## src/rtl/dmem_arbiter.sv

```systemverilog
// Two-requester arbiter for the single-port data memory: round-robin with a bounded lock for requester 1.
// Latency: grant and memory drive are combinational in the request cycle; read data returns READ_LATENCY cycles later.
// Backpressure: a requester holds req and its fields stable until gnt; the loser of a conflict simply waits.
module dmem_arbiter #(
    parameter int ADDR_W       = 14,
    parameter int DATA_W       = 32,
    parameter int READ_LATENCY = 1,
    parameter int MAX_HOLD     = 8
) (
    input  logic              clk,
    input  logic              rst,
    input  logic              req0,
    input  logic              we0,
    input  logic [ADDR_W-1:0] addr0,
    input  logic [DATA_W-1:0] wdata0,
    output logic              gnt0,
    output logic              rvalid0,
    output logic [DATA_W-1:0] rdata0,
    input  logic              req1,
    input  logic              we1,
    input  logic [ADDR_W-1:0] addr1,
    input  logic [DATA_W-1:0] wdata1,
    output logic              gnt1,
    output logic              rvalid1,
    output logic [DATA_W-1:0] rdata1,
    input  logic              lock1,
    output logic [ADDR_W-1:0] mem_addr,
    output logic [DATA_W-1:0] mem_wdata,
    output logic              mem_we,
    input  logic [DATA_W-1:0] mem_rdata,
    output logic              locked
);

    typedef enum logic {
        ST_OPEN  = 1'b0,
        ST_LOCK1 = 1'b1
    } state_t;

    localparam logic [7:0] HOLD_MAX = 8'(MAX_HOLD);

    state_t                  r_state;
    state_t                  w_state_nxt;
    logic                    r_last;
    logic                    w_last_nxt;
    logic [7:0]              r_hold;
    logic [7:0]              w_hold_nxt;
    logic                    w_gnt0;
    logic                    w_gnt1;
    logic                    w_hold_max;
    logic                    w_rd_issue;
    logic [READ_LATENCY-1:0] r_pipe_vld;
    logic [READ_LATENCY-1:0] r_pipe_id;

    assign w_hold_max = (r_hold >= HOLD_MAX);

    // Arbitration decision and next arbiter state from current requests.
    always_comb begin
        w_gnt0      = 1'b0;
        w_gnt1      = 1'b0;
        w_state_nxt = r_state;
        w_last_nxt  = r_last;
        w_hold_nxt  = r_hold;
        case (r_state)
            ST_OPEN: begin
                if (req0 && req1) begin
                    // last == 1 means requester 0 is next in the rotation
                    w_gnt0 = r_last;
                    w_gnt1 = ~r_last;
                end else if (req0) begin
                    w_gnt0 = 1'b1;
                end else if (req1) begin
                    w_gnt1 = 1'b1;
                end
                if (w_gnt0) begin
                    w_last_nxt = 1'b0;
                end
                if (w_gnt1) begin
                    w_last_nxt = 1'b1;
                    if (lock1) begin
                        w_state_nxt = ST_LOCK1;
                        w_hold_nxt  = 8'd1;
                    end
                end
            end
            ST_LOCK1: begin
                if (req1 && !w_hold_max) begin
                    w_gnt1     = 1'b1;
                    w_hold_nxt = r_hold + 8'd1;
                    if (!lock1) begin
                        w_state_nxt = ST_OPEN;
                        w_hold_nxt  = 8'd0;
                        w_last_nxt  = 1'b1;
                    end
                end else if (req1 && req0) begin
                    // hold budget exhausted: force one access for requester 0
                    w_gnt0      = 1'b1;
                    w_state_nxt = ST_OPEN;
                    w_hold_nxt  = 8'd0;
                    w_last_nxt  = 1'b0;
                end else if (req1) begin
                    // budget exhausted but nobody is waiting: keep serving 1
                    w_gnt1 = 1'b1;
                    if (!lock1) begin
                        w_state_nxt = ST_OPEN;
                        w_hold_nxt  = 8'd0;
                        w_last_nxt  = 1'b1;
                    end
                end else begin
                    // requester 1 let go; requester 0 may use the slot at once
                    w_state_nxt = ST_OPEN;
                    w_hold_nxt  = 8'd0;
                    w_gnt0      = req0;
                    w_last_nxt  = ~req0;
                end
            end
            default: begin
                w_state_nxt = ST_OPEN;
                w_hold_nxt  = 8'd0;
                w_last_nxt  = 1'b1;
            end
        endcase
    end

    // Grants are suppressed while reset is held.
    always_comb begin
        gnt0 = w_gnt0 & ~rst;
        gnt1 = w_gnt1 & ~rst;
    end

    // Memory port follows the granted requester; idle drives zeros.
    always_comb begin
        mem_addr  = '0;
        mem_wdata = '0;
        mem_we    = 1'b0;
        if (gnt0) begin
            mem_addr  = addr0;
            mem_wdata = wdata0;
            mem_we    = we0;
        end else if (gnt1) begin
            mem_addr  = addr1;
            mem_wdata = wdata1;
            mem_we    = we1;
        end
    end

    assign w_rd_issue = (gnt0 & ~we0) | (gnt1 & ~we1);

    // Arbiter state register.
    always_ff @(posedge clk) begin
        if (rst) begin
            r_state <= ST_OPEN;
            r_last  <= 1'b1;
            r_hold  <= 8'd0;
        end else begin
            r_state <= w_state_nxt;
            r_last  <= w_last_nxt;
            r_hold  <= w_hold_nxt;
        end
    end

    // Read-return tracker: one stage per cycle of memory latency, tagged with requester id.
    always_ff @(posedge clk) begin
        if (rst) begin
            r_pipe_vld <= '0;
            r_pipe_id  <= '0;
        end else begin
            r_pipe_vld[0] <= w_rd_issue;
            r_pipe_id[0]  <= gnt1;
            for (int i = 1; i < READ_LATENCY; i++) begin
                r_pipe_vld[i] <= r_pipe_vld[i-1];
                r_pipe_id[i]  <= r_pipe_id[i-1];
            end
        end
    end

    // Return strobes and status; both data outputs see the memory directly.
    always_comb begin
        rvalid0 = ~rst & r_pipe_vld[READ_LATENCY-1] & ~r_pipe_id[READ_LATENCY-1];
        rvalid1 = ~rst & r_pipe_vld[READ_LATENCY-1] &  r_pipe_id[READ_LATENCY-1];
        rdata0  = mem_rdata;
        rdata1  = mem_rdata;
        locked  = ~rst & (r_state == ST_LOCK1);
    end

endmodule

```

## config.mk

```make
export PLATFORM = sky130hd
export DESIGN_NAME = dmem_arbiter
export DESIGN_NICKNAME = d
export VERILOG_FILES = /design/src/rtl/dmem_arbiter.sv
export SDC_FILE = /design/constraint.sdc
export NUM_CORES = 1
export LEC_CHECK = 0
export CORE_AREA = 5 5 93 95
export CTS_CLUSTER_DIAMETER = 40
export DETAILED_ROUTE_END_ITERATION = 10
export DIE_AREA = 0 0 98 100
export PLACE_DENSITY = 0.8
export SLEW_MARGIN = 20
export SYNTH_ARGS = -nofsm -noshare
export SYNTH_HDL_FRONTEND = slang
export SYNTH_SLANG_ARGS = --single-unit
```

## constraint.sdc

```tcl
create_clock -name clk -period 2.69 [get_ports clk]
set_input_delay 0.269 -clock clk [delete_from_list [all_inputs] [get_ports clk]]
set_output_delay 0.269 -clock clk [all_outputs]
set_load 0.005 [all_outputs]
```

# Word level (Yosys, flattened, before mapping)
# Cells that the tools add are included.
[word_totals]
register_bits = 12
input_bits = 131
output_inout_bits = 116
elab_cells = 72
[classes]
add_sub_neg = 1
n_lt_le_gt_ge = 1
n_eq_ne = 4
muxes = 41
bitwise = 16
reduce_logical = 4
[op_table]
columns = ["cell", "count"]
rows = [
  ["$mux W32", 2],
  ["$mux W8", 7],
  ["$mux W14", 2],
  ["$mux W1", 25],
  ["$pmux W8 S2", 1],
  ["$add A8 B1 Y8 const B", 1],
  ["$and A1 B1 Y1", 8],
  ["$ge A8 B4 Y1 const B", 1],
  ["$pmux W1 S2", 4],
  ["$not A1 Y1", 7],
  ["$ne A5 B3 Y1 const B", 1],
  ["$ne A3 B1 Y1 const B", 1],
  ["$reduce_and A3 Y1", 1],
  ["$logic_and A1 B1 Y1", 2],
  ["$ne A2 B1 Y1 const B", 1],
  ["$ne A2 B2 Y1 const B", 1],
  ["$logic_not A1 Y1", 1],
  ["$or A1 B1 Y1", 1],
]

# Logic depth before layout (Yosys ltp)
# Gate-level depths: netlist (run 1).
[logic_depth]
word_depth = 8
depth_mapped = 7
ltp_nobuf = 5

# Worst setup path after synthesis (run 1)
# OpenSTA, ideal clock, no wires.
[synth_path]
path_type = "register -> output"
startpoint = "reg r_hold[3]"
endpoint = "out mem_addr[0]"
t_arrival_ns = 1.615
t_required_ns = 2.421
slack_ns = 0.806
path_stages_with_launch = 8
path_buffers = 3
path_cell_list = "dfxtp_1 nor4_1 and3_1 buf_2 a2111oi_4 buf_4 buf_6 a22o_1"
[synth_between]
elab_chain_len = 8
elab_cells_between_ends = 11
classes_between = "1 x order compare; 6 x mux; 2 x bitwise; 2 x reduce/logical"
[synth_lines]
columns = ["item", "line", "text"]
rows = [
  ["start, declared", "45", "logic [7:0] r_hold;"],
  ["start signal, assigned", "157", "r_hold <= w_hold_nxt;"],
  ["$ge A8 B4 Y1 *", "54", "assign w_hold_max = (r_hold >= HOLD_MAX);"],
  ["$logic_not A1 Y1 *", "86", "if (req1 && !w_hold_max) begin"],
  ["$logic_and A1 B1 Y1 *", "86", ""],
  ["$mux W1", "86", ""],
  ["$pmux W1 S2", "63", "case (r_state)"],
  ["$and A1 B1 Y1", "127", "gnt1 = w_gnt1 & ~rst;"],
  ["$mux W14", "139", "end else if (gnt1) begin"],
  ["$mux W14 *", "135", "if (gnt0) begin"],
  ["end, declared", "27", "output logic [ADDR_W-1:0] mem_addr,"],
]
# Mark *: on every way between the ends. The rest lies on a longest branch, timed or not.

# Worst setup path after layout (run 1)
[layout_path]
startpoint = "reg r_hold[3]"
endpoint = "out mem_addr[9]"
# Same word-level chain as after synthesis.

==> summary.md, run 1 <==
| Metric | Value |
|---|---|
| Hold-fix buffers at CTS | `0` |
| # fillers | `~770` |
| Leak | `roughly 0.0011 µW` |
| Kind of end point of the critical path | `primary output` |
| WHS Path Cells | `1` |
| Syn Area/Cell | `around 8 µm²` |
| Rel. slew slack | `57.9%` |
| Worst path cell trace | `nor4_4 > and3_1 > a2111oi_4 > buf_4 > buf_2 > a22o_1 > clkdlybuf4s50_1` |
| R2R Path Start | `r_hold[3]$_SDFFE_PP0P_` |
| I/O pins | `approximately 250` |
| Final setup violating endpoints | `0` |
| Slowest Stage Delay on Critical Path | `between 0.4 and 0.5 ns` |
| Core Area | `7650 µm²` |
| Via density | `between 4 and 5` |
| Status | `finished, final reports clean` |
| CTS Root Cell | `clkbuf_8` |
| Die area | `a little under 10000 µm²` |
| Final hold vios | `0` |
| RR Endpoint | `r_hold[7]$_SDFFE_PP0P_` |
| Die Y-Extent | `~100 µm` |
| Row count | `32` |
| WP depth | `7` |
| Synthesized area | `roughly 1600 µm²` |
| CP delay by family, top | `buffers and inverters` |
| RD Place Congestion | `0.886` |
| TNS Setup | `0 ns` |
| CTS tree | `done` |
| Arrival time of the worst setup path | `2.32 ns` |
| Starting Density | `20.5%` |
| Total power | `approximately 790 µW` |
| Worst setup path endpoint | `mem_addr[9]` |
| Synth-to-Final Area Change | `80.8%` |
| Predominant post-synthesis flop cell | `dfxtp_1` |
| Final Cycle Share | `between 90 and 100%` |
| Sequential cell area | `approximately 240 µm²` |
| Multi-input combinational cell area | `a little under 800 µm²` |
| R2R Setup Slk | `between 0.7 and 0.8 ns` |
| CP required | `about 2.4 ns` |
| CTS H-Tree Depth | `1` |
| DRC | `0` |
| FFs w/ async S/R, synth | `0%` |
| Clock Pin Slew Worst Setup and Hold Paths | `around 0.06 ns` |
| Setup slack at placement | `-0.0459 ns` |
| Crit. Startpoint | `r_hold[3]$_SDFFE_PP0P_` |
| Cell area power density | `280 nW/µm²` |
| CTS max path bufs | `2` |
| Gate Count Post-Synth | `approximately 200` |
| Seq cells post-synth | `12` |
| Clock sinks | `12` |
| Maximum vdd drop | `around 120 µV` |
| Final worst slack | `a little under 0.1 ns` |
| WP buf/inv | `3` |
| Number of global-route vias before repair | `~1900` |
| Post-synthesis sequential area ratio | `about 15%` |
| Fin util | `between 30% and 40%` |
| Top-area cell type share of the netlist area | `between 30% and 40%` |
| CTS buffer count | `3` |
| Worst-Skew Late Latency | `between 0.2 and 0.25 ns` |
| Synth cell types | `31` |
| DR iter-0 viols | `56` |
| EDFF count, synth | `0` |
| Overflow after GRT | `0` |
| Worst Max-Slew Pin Slew | `0.630 ns` |
| Final Non-Filler Cells | `384` |
| Crit Path Category | `reg -> out` |
| Slew Viols, Final | `0` |
| Top cells by area, synth | `buf_4 (31%), a22o_1 (26%), dfxtp_1 (15%)` |
| Tot GR Track Use | `between 10% and 20%` |
| Synth warnings | `0` |
| CP max stage cell | `clkdlybuf4s50_1` |
| Share of layout cells above drive strength 1 | `6.03%` |
| Buffers on Ports | `150` |
| Hold Path Class | `reg -> reg` |
| Synthesized Nets | `around 330` |
| Initial DRT Pass Iterations | `4` |
| Startpoint types | `register` |
| First-pass GRT wire length | `approximately 11000 µm` |
| Post-DP HPWL | `between 6000 and 7000 µm` |
| Reg2Reg Depth | `6` |
| Post-route ant nets | `0` |
| Die Span X | `between 90 and 100 µm` |
| Minimum clock period | `2.59 ns` |
| Initial antenna violation count | `1` |
| Largest net degree at the start of global routing | `33` |
| Max Cap Viol | `0` |
| Largest area contributor in the netlist | `buf_4` |
| Placed cell count | `roughly 380` |
| Wirelength, routed | `between 7000 and 8000 µm` |
| Worst-path maximum fanout | `9` |
| Setup Skew | `roughly 0.0059 ns` |
| Layout Nets | `around 420` |
| Vias | `roughly 1700` |
| Drt wl/cell | `roughly 20 µm` |
| FMAX | `between 300 and 400 MHz` |
| Antenna cells | `0` |
cell families after synthesis:
kind of cell	count (synthesis)	share of synthesized area (%)
DFF	12	15.3
and+or+nand+nor	36	12.8
AOI/OAI and AO/OA	64	34.5
buffers and inverters	81	35.8
adders and majority gates	2	1.60
how the worst min path moves through the flow:
stage                                 from                     end  slack [ns]
finish              r_hold[6]$_SDFFE_PP0P_  r_hold[6]$_SDFFE_PP0P_        0.49
global route        r_hold[6]$_SDFFE_PP0P_  r_hold[6]$_SDFFE_PP0P_        0.51
CTS                 r_hold[6]$_SDFFE_PP0P_  r_hold[6]$_SDFFE_PP0P_        0.50
detailed placement  r_hold[7]$_SDFFE_PP0P_  r_hold[7]$_SDFFE_PP0P_        0.47
global placement    r_hold[7]$_SDFFE_PP0P_  r_hold[7]$_SDFFE_PP0P_        0.45
floorplan                              we0   r_pipe_vld$_SDFF_PP0_        0.36
power by group:
group / switching [µW] / internal [µW] / total, µW
registers: 4.93 / 183 / 188
logic: 129 / 280 / 409
clock network: 67.5 / 129 / 197
total: 202 / 592 / 794
routing by layer:
layer	vias up	wire length (µm)	part of all wire [%]	GRT usage (%)
met4	2	250	3.3	5.43
li1	823	-	-	-
met5	-	9	0.12	0
met2	94	3610	48	22.9
met3	31	659	8.7	4.93
met1	779	3010	40	16.6
Yosys cell counts, drive strengths merged, types with 2 or more instances:
cell / instances
nor3: 4
nand2: 8
dfxtp: 12
ha: 2
buf: 71
nand4b: 2
a21oi: 4
nor3b: 2
nor2b: 4
clkbuf: 6
a41oi: 2
o21ai: 5
o21a: 2
and2: 2
a22o: 47
inv: 4
and3: 2
nor2: 6
stage by stage:
stage	hold slack, ns	instance area (µm²)
CTS	0.496	2810
floorplan	0.365	1570
global route	0.507	2830
finish	0.495	2830
detailed placement	0.470	2750
global placement	0.454	2750
layout make-up:
type | count | share of cell area (%)
clock buffers | 4 | 1.94
inverters | 4 | 0.530
multi-input cells | 102 | 27.9
flip-flops and latches | 12 | 8.48
well taps | 102 | 4.50
repair buffers | 160 | 56.6
cell usage in the layout (no fill, tap or decap), types with 2 or more instances in the layout:
master	synthesis	final
clkbuf_8	0	4
buf_4	65	5
buf_6	1	2
dfxtp_1	12	12
clkdlybuf4s50_1	0	148
nor2_1	6	6
nor2b_1	4	4
inv_1	4	4
and2_1	2	2
a41oi_1	2	2
dlygate4sd2_1	0	2
buf_12	0	2
and3_1	2	2
nand2_1	8	8
o21ai_1	2	2
ha_1	2	2
a21oi_1	4	3
o21a_1	2	2
nor3_1	4	4
nor3b_1	2	2
nand4b_1	2	2
a22o_1	47	47
o21ai_0	3	3
state kept, by name, indices dropped and copies added, names as in the netlist:
name / count
r_pipe_vld: 1
r_pipe_id: 1
r_hold: 8
r_state: 1
r_last: 1
what timing repair did:
action,CTS,global route
gates resized for setup,4,2
setup buffers,0,1
gates cloned,0,1
endpoints found under the setup margin,18,45
endpoints found under the hold margin,0,0
pin swaps,0,1
Note: power is estimated with default switching activity, not from simulation.
==> run 2: changes to the inputs <==
- CTS_CLUSTER_SIZE: not set -> 30
==> results of run 2 <==
Same layout as run 1: the final DEF is identical, and so are final timing and power.
